`src/rtl/rst_seq_if.sv`:
```
// Status/control bundle for the reset release sequencer.
// The slave side is the sequencer; the master side drives lock and soft requests.
interface rst_seq_if #(
  parameter int NUM_STAGES = 4
);
  logic                  lock;
  logic                  soft_rst_req;
  logic [NUM_STAGES-1:0] stage_rst;
  logic                  seq_done;
  logic [1:0]            seq_state;

  modport master (
    output lock,
    output soft_rst_req,
    input  stage_rst,
    input  seq_done,
    input  seq_state
  );

  modport slave (
    input  lock,
    input  soft_rst_req,
    output stage_rst,
    output seq_done,
    output seq_state
  );
endinterface

```
`src/rtl/rst_seq.sv`:
```
// Reset release sequencer: staged per-domain reset release after lock.
// Optional lock debounce in WAIT_LOCK via RST_SEQ_LOCK_DEBOUNCE_EN.
module rst_seq #(
  parameter int NUM_STAGES = 4,
  parameter int STAGE_DLY  = 16,
  parameter int SOFT_HOLD  = 8,
  parameter int LOCK_DEB   = 32
) (
  input  logic      clk,
  input  logic      rst,
  rst_seq_if.slave  sif
);

  localparam int M1 = (STAGE_DLY > SOFT_HOLD) ? STAGE_DLY : SOFT_HOLD;
  localparam int M2 = (M1 > LOCK_DEB) ? M1 : LOCK_DEB;
  localparam int CW = $clog2(M2) + 1;
  localparam int IW = (NUM_STAGES > 1) ? $clog2(NUM_STAGES) : 1;

  localparam logic [CW-1:0] CNT_MAX  = '1;
  localparam logic [CW-1:0] STG_END  = CW'(STAGE_DLY - 1);
  localparam logic [CW-1:0] SOFT_END = CW'(SOFT_HOLD - 1);
  localparam logic [IW-1:0] IDX_LAST = IW'(NUM_STAGES - 1);
`ifdef RST_SEQ_LOCK_DEBOUNCE_EN
  localparam logic [CW-1:0] DEB_END  = CW'(LOCK_DEB - 1);
`endif

  typedef enum logic [1:0] {
    WAIT_LOCK = 2'd0,
    RELEASE   = 2'd1,
    RUN       = 2'd2,
    SOFT      = 2'd3
  } state_e;

  state_e                state_q;
  logic [CW-1:0]         cnt_q;
  logic [CW-1:0]         cnt_d;
  logic [IW-1:0]         idx_q;
  logic [NUM_STAGES-1:0] stage_rst_q;
  logic                  seq_done_q;
  logic [1:0]            lsync_q;
  logic                  lock_s;

  always_ff @(posedge clk or posedge rst) begin
    if (rst) begin
      lsync_q <= 2'b00;
    end else begin
      lsync_q <= {lsync_q[0], sif.lock};
    end
  end

  assign lock_s = lsync_q[1];

  // Saturating increment; the counter never wraps inside a state.
  assign cnt_d = (cnt_q == CNT_MAX) ? cnt_q : cnt_q + 1'b1;

  always_ff @(posedge clk or posedge rst) begin
    if (rst) begin
      state_q     <= WAIT_LOCK;
      cnt_q       <= '0;
      idx_q       <= '0;
      stage_rst_q <= '1;
      seq_done_q  <= 1'b0;
    end else begin
      unique case (state_q)
        WAIT_LOCK: begin
          stage_rst_q <= '1;
          seq_done_q  <= 1'b0;
`ifdef RST_SEQ_LOCK_DEBOUNCE_EN
          if (!lock_s) begin
            cnt_q <= '0;
          end else if (cnt_q == DEB_END) begin
            state_q <= RELEASE;
            cnt_q   <= '0;
            idx_q   <= '0;
          end else begin
            cnt_q <= cnt_d;
          end
`else
          if (lock_s) begin
            state_q <= RELEASE;
            cnt_q   <= '0;
            idx_q   <= '0;
          end
`endif
        end
        RELEASE, RUN: begin
          // Lock loss takes priority over a coincident soft request.
          if (!lock_s) begin
            state_q     <= WAIT_LOCK;
            stage_rst_q <= '1;
            seq_done_q  <= 1'b0;
            cnt_q       <= '0;
            idx_q       <= '0;
          end else if (sif.soft_rst_req) begin
            state_q     <= SOFT;
            stage_rst_q <= '1;
            seq_done_q  <= 1'b0;
            cnt_q       <= '0;
            idx_q       <= '0;
          end else if (state_q == RELEASE) begin
            if (cnt_q == STG_END) begin
              // Stages release in index order, so a left shift clears bit idx.
              stage_rst_q <= stage_rst_q << 1;
              cnt_q       <= '0;
              if (idx_q == IDX_LAST) begin
                state_q    <= RUN;
                seq_done_q <= 1'b1;
              end else begin
                idx_q <= idx_q + 1'b1;
              end
            end else begin
              cnt_q <= cnt_d;
            end
          end
        end
        SOFT: begin
          stage_rst_q <= '1;
          seq_done_q  <= 1'b0;
          if (cnt_q == SOFT_END) begin
            state_q <= WAIT_LOCK;
            cnt_q   <= '0;
          end else begin
            cnt_q <= cnt_d;
          end
        end
        default: begin
          state_q     <= WAIT_LOCK;
          stage_rst_q <= '1;
          seq_done_q  <= 1'b0;
          cnt_q       <= '0;
          idx_q       <= '0;
        end
      endcase
    end
  end

  assign sif.stage_rst = stage_rst_q;
  assign sif.seq_done  = seq_done_q;
  assign sif.seq_state = state_q;

endmodule

```
`src/flat_wrapper.sv`:
```
// flat-port wrapper written by rule: the top's interface ports become plain ports
module rst_seq_flat 
#(
  parameter int NUM_STAGES = 4,
  parameter int STAGE_DLY  = 16,
  parameter int SOFT_HOLD  = 8,
  parameter int LOCK_DEB   = 32
)
  (clk, rst, sif_lock, sif_soft_rst_req, sif_stage_rst, sif_seq_done, sif_seq_state);
  rst_seq_if #(.NUM_STAGES(NUM_STAGES)) sif_i ();
  input  logic clk;
  input  logic rst;
  input wire logic [$bits(sif_i.lock)-1:0] sif_lock;
  input wire logic [$bits(sif_i.soft_rst_req)-1:0] sif_soft_rst_req;
  output wire logic [$bits(sif_i.stage_rst)-1:0] sif_stage_rst;
  output wire logic [$bits(sif_i.seq_done)-1:0] sif_seq_done;
  output wire logic [$bits(sif_i.seq_state)-1:0] sif_seq_state;
  assign sif_i.lock = sif_lock;
  assign sif_i.soft_rst_req = sif_soft_rst_req;
  assign sif_stage_rst = sif_i.stage_rst;
  assign sif_seq_done = sif_i.seq_done;
  assign sif_seq_state = sif_i.seq_state;
  rst_seq #(.NUM_STAGES(NUM_STAGES), .STAGE_DLY(STAGE_DLY), .SOFT_HOLD(SOFT_HOLD), .LOCK_DEB(LOCK_DEB)) u_core (.clk(clk), .rst(rst), .sif(sif_i));
endmodule
```
`config.mk`:
```
export PLATFORM = sky130hd
export DESIGN_NAME = rst_seq_flat
export DESIGN_NICKNAME = d
export VERILOG_FILES = /design/src/rtl/rst_seq_if.sv /design/src/rtl/rst_seq.sv /design/src/flat_wrapper.sv
export SDC_FILE = /design/constraint.sdc
export NUM_CORES = 1
export LEC_CHECK = 0
export CAP_MARGIN = 20
export CELL_PAD_IN_SITES_DETAIL_PLACEMENT = 1
export CELL_PAD_IN_SITES_GLOBAL_PLACEMENT = 1
export CORE_UTILIZATION = 42
export CTS_CLUSTER_SIZE = 30
export DETAILED_ROUTE_END_ITERATION = 10
export PLACE_DENSITY_LB_ADDON = 0.1
export SLEW_MARGIN = 10
export SYNTH_ARGS = -nofsm -noshare
export SYNTH_HDL_FRONTEND = slang
export SYNTH_SLANG_ARGS = --single-unit
```
`constraint.sdc`:
```
create_clock -name clk -period 1.95 [get_ports clk]
set_input_delay 0.195 -clock clk [delete_from_list [all_inputs] [get_ports clk]]
set_output_delay 0.195 -clock clk [all_outputs]
set_load 0.1 [all_outputs]
```
* Word level (Yosys, flattened, before mapping)
Cells that the tools add are included.
Widths: inputs -> output; s select.
** Storage, ports and cells
- Input port bits :: 4
- Output and inout port bits :: 7
- Word-level logic and storage cells :: 64
- Bits in registers :: 17
** Cells by class
- Add/sub/neg operators :: 2
- Eq/ne operators :: 13
- Mux-type cells :: 34
- Reductions and logical operators :: 9
** Operator list (number)
- $mux 6 :: 7
- $mux 2 :: 13
- $pmux 6 s3 :: 1
- $mux 4 :: 4
- $ne 4x4->1 const B :: 4
- $reduce_and 5->1 :: 2
- $pmux 4 s2 :: 1
- $add 6x1->6 const B :: 1
- $eq 2x2->1 const B :: 3
- $eq 6x3->1 const B :: 1
- $eq 6x4->1 const B :: 1
- $eq 6x6->1 const B :: 1
- $pmux 2 s3 :: 1
- $mux 1 :: 5
- $ne 2x1->1 const B :: 2
- $pmux 2 s2 :: 1
- $reduce_and 2->1 :: 2
- $reduce_or 2->1 :: 2
- $reduce_and 3->1 :: 1
- $add 2x1->2 const B :: 1
- $eq 2x1->1 const B :: 1
- $logic_not 2->1 :: 1
- $pmux 1 s2 :: 1
- $reduce_bool 2->1 :: 1

* Depth between registers and ports, before layout
- Word-level depth :: 7
- Depth in mapped cells :: 7
- Depth with buffers taken out :: 6

* Least setup slack after synthesis
Ideal clock, no wire load.
- Path type :: register to register
- Start point :: reg u_core.state_q[0] (netlist: u_core.sif.seq_state[0])
- End point :: reg u_core.idx_q[1]
- Required time :: 1868 ps
- Clock period less this slack :: 2485 ps
- Data arrival time :: 2403 ps
- Stages on the path, launching flop included :: 7
- Path slack :: -535 ps
- Cell sequence :: dfrtp_1 > inv_1 > ha_1 > nand4bb_1 > nand2_1 > or4_1 > o22ai_1
** On the way
- Longest elaborated chain between the ends :: 4
- Elaborated cells on any way between the ends :: 11
- Classes of those cells :: eq/ne (6); mux (1); reduce/logical (4)
** RTL lines
- from (decl) :: RTL line rst_seq.sv:34 : state_e state_q;
- from (signal assigned) :: RTL line rst_seq.sv:58 : state_q <= WAIT_LOCK;
- from (signal assigned) :: RTL line rst_seq.sv:80 : state_q <= RELEASE;
- from (signal assigned) :: RTL line rst_seq.sv:89 : state_q <= WAIT_LOCK;
- $eq 2x2->1 or $eq 2x1->1 (tied branches) :: RTL line rst_seq.sv:64, rst_seq.sv:100
- $reduce_or 2->1 :: RTL line rst_seq.sv:64 : unique case (state_q)
- $ne 4x4->1 (no source line) or $reduce_bool 2->1 (tied branches)
- $reduce_and 5->1 (no source line)
- to (signal assigned) :: RTL line rst_seq.sv:109 : idx_q <= idx_q + 1'b1;
- to (decl) :: RTL line rst_seq.sv:37 : logic [IW-1:0] idx_q;
Several ways; a longest one is shown, not always the timed one.
A chain may end at the register's enable or synchronous reset.

* Worst setup path in the final report
- Start point :: reg u_core.state_q[0] (netlist: u_core.sif.seq_state[0])
- End point :: reg u_core.cnt_q[2]
** On the way
- Longest elaborated chain between the ends :: 4
- Elaborated cells on any way between the ends :: 9
- Classes of those cells :: eq/ne (5); mux (1); reduce/logical (3)
** RTL lines
- $eq 2x2->1 or $eq 2x1->1 (tied branches) :: RTL line rst_seq.sv:64, rst_seq.sv:100
- $reduce_or 2->1 :: RTL line rst_seq.sv:64
- $ne 4x4->1 (no source line)
- $reduce_and 2->1 (no source line)
- to (signal assigned) :: RTL line rst_seq.sv:112 : cnt_q <= cnt_d;
- to (signal assigned) :: RTL line rst_seq.sv:123 : cnt_q <= cnt_d;
- to (decl) :: RTL line rst_seq.sv:35 : logic [CW-1:0] cnt_q;
Several ways; a longest one is shown, not always the timed one.

==> qor.yml <==
layout:
  drive_gt1_frac: 0.283
  fin_nets: 117
  syn_to_final_growth_pct: 19.5
  post-route-util: 0.559
  instances_no_fill: 133
  nFillCells: 226
  finalInstanceArea_sq_um: 1150
  num_antenna_cells: 0
route:
  dr_total_vias: 792
  viasPerCell: 5.95
  top_layer_used: "met4"
  drc: 0
  wl_per_cell_um: 16.3
  wl_met3_um: 64
  first_pass_iters: 4
  first_iter_violations: 14
  antenna_left: 0
  wl_met2_um: 1020
  totalWireLength_um: 2170
  wl_met1_um: 1050
critical_path:
  crit_buf_inv: 1
  worst_setup_path_end_kind: "flop"
  reg2regPathDepth: 6
  path_max_fanout: 7
  cpPeakStageDelay_ns: 0.45
  worstPathArrival_ns: 2.03
  start_kind: "flop"
  worstReg2RegEnd: "u_core.cnt_q[2]"
  crit_slowest_cell: "dfrtp_4"
  worst_ep_required_time_ns: 2.15
  crit_family: "compound AO/OA/AOI/OAI gates"
  worstReg2RegStart: "u_core.sif.seq_state[0]"
  r2r_slack_ns: 0.13
  crit_chain: "inv_2, ha_4, and3b_1, nor2_2, o31a_1, a311oi_2"
  crit_type: "flop to flop"
power_and_ir_drop:
  power_density_nw_per_um2: 1290
  peakVddDrop_v: 0.00112
  leakagePower_nw: 0.493
synth:
  yosysWarnings: 0
  synth_cell_type_count: 34
  synth_nets: 104
  synthFlopType: "dfrtp_1"
  syn-cell-area_sq_um: 965
  synthCells: 94
  synth_top_area_cell: "dfrtp_1"
  ys_async_sr_fraction: 1.00
  yosysSeqAreaShare: 0.446
  synth_edf_count: 0
  yosysMostFrequentCell: "dfrtp_1"
  ys_seq_elements: 17
  netlist.area_leader.share: 0.337
  synth.area.top_cells: "dfrtp_1, dfstp_2, ha_1"
  syn_area_per_cell_sq_um: 10.3
  synth_common_cells: "dfrtp_1, nand2_1, mux2i_1"
clock_network:
  clock_sinks: 17
  clock_path_buffers: 2
  cts_tree: "yes"
  cts-root-buf: "clkbuf_4"
  clk_latency_ns: 0.30
  post_cts_buffers: 0
  cts.htree.levels: 1
  cts_made_buffers: 3
  clk_transition_reported_paths_ns: 0.10
floorplanning:
  fp.dieArea_sq_um: 2490
  rows: 16
  io_pins: 11
  initial_core_util: 0.468
  die_w_um: 49.9
  core_area_sq_um: 2060
  die_height_um: 49.9
global_route:
  grt_max_degree: 18
  grt_overflow: 0
  antenna_found_initial: 0
  grt_usage: 0.198
  grt_pass1_vias: 771
  grt_pass1_wl_um: 3670
sta:
  slew_headroom: 0.587
  fin_crit_sh: 0.936
  maxSlewViolCount: 0
  finalClockSkew_ns: 0.00567
  fmax_ghz: 0.548
  finalHoldViolCount: 0
  finalSetupViolations: 0
  period_minus_slack_ns: 1.82
  tightestPinTransition_ns: 0.619
outcome:
  outcome: "finished, final reports clean"
place:
  placed_cell_area_sq_um: 1090
  port-buffer-count: 10
  dp.cells: 129
  gp_congestion: 0.749
  dpl.hpwl_um: 1550
worst_hold_path:
  hp-class: "primary input to async pin"
job:
  maxCapViolCount: 0
==> worst max-delay path by stage <==
stage                                        from              end  slack, ns  cells after the start
after floorplan           u_core.sif.seq_state[1]  u_core.cnt_q[2]      0.008                      7
after global placement    u_core.sif.seq_state[0]  u_core.cnt_q[3]       0.15                      6
after detailed placement  u_core.sif.seq_state[0]  u_core.cnt_q[3]       0.11                      6
after CTS                 u_core.sif.seq_state[1]  u_core.idx_q[1]       0.07                      6
after global routing      u_core.sif.seq_state[0]  u_core.cnt_q[2]     -0.003                      6
final                     u_core.sif.seq_state[0]  u_core.cnt_q[2]       0.13                      6
==> cell usage in the layout (no fill, tap or decap), types with 3 or more instances in the layout <==
cell type and instances:
a211oi_1 3, nor2_1 6, nor3_1 3, inv_1 3, nand3b_1 3, clkbuf_4 3
mux2i_1 7, clkdlybuf4s50_1 3, dfstp_2 4, a21oi_1 3, nand3_1 3, ha_1 4
dfrtp_1 11, buf_4 9, nand2_1 8
==> where the power goes <==
group / internal (mW) / total [mW] / switching (mW)
registers: 0.411 / 0.452 / 0.0403
logic: 0.308 / 0.840 / 0.532
clock network: 0.0798 / 0.194 / 0.115
total: 0.799 / 1.49 / 0.687
==> repair_timing <==
action | CTS | global route
gates resized for setup | 0 | 7
hold buffers | 0 | 0
setup endpoints to repair | 0 | 4
==> cell families (layout without fill, tap and decap cells) <==
family | after synthesis | count (layout) | share of synthesized area
AO/OA/AOI/OAI | 21 | 21 | 0.161
XOR/XNOR | 1 | 1 | 0.00908
AND/OR/NAND/NOR | 33 | 33 | 0.192
adder cells (fa/ha/maj) | 6 | 6 | 0.0778
buffers and inverters | 9 | 21 | 0.0415
multiplexers | 7 | 7 | 0.0726
flip-flops | 17 | 17 | 0.446
==> area by class of cell <==
type / instances / area, sq um / area share
clock buffer: 4 / 26.3 / 0.0228
tap: 27 / 33.8 / 0.0293
multi-input combinational: 68 / 538 / 0.467
sequential: 17 / 438 / 0.380
inverter: 5 / 18.8 / 0.0163
timing repair buffer: 12 / 97.6 / 0.0847
==> through the flow <==
stage | hold slack, ns | TNS, ns | setup slack (ns) | total power, mW
finish | 0.260 | 0 | 0.125 | 1.49
global route | 0.326 | -0.00324 | -0.00324 | 1.60
CTS | 0.305 | 0 | 0.0714 | 1.45
detailed placement | 0.343 | 0 | 0.113 | 1.26
global placement | 0.335 | 0 | 0.147 | 1.25
floorplan | 0.118 | 0 | 0.00849 | 1.09
==> per-layer routing <==
| layer | track usage | up-vias |
|---|---|---|
| met5 | 0 | - |
| met4 | 0.0714 | 0 |
| met3 | 0.0370 | 5 |
| met2 | 0.297 | 14 |
| met1 | 0.282 | 399 |
| li1 | - | 374 |
==> flip-flops by register name, indices dropped and copies added (netlist names) <==
| signal | flops |
|---|---|
| u_core.lsync_q | 2 |
| u_core.sif.stage_rst | 4 |
| u_core.idx_q | 2 |
| u_core.sif.seq_done | 1 |
| u_core.sif.seq_state | 2 |
| u_core.cnt_q | 6 |
No activity file was read; power rests on OpenSTA's default activity.
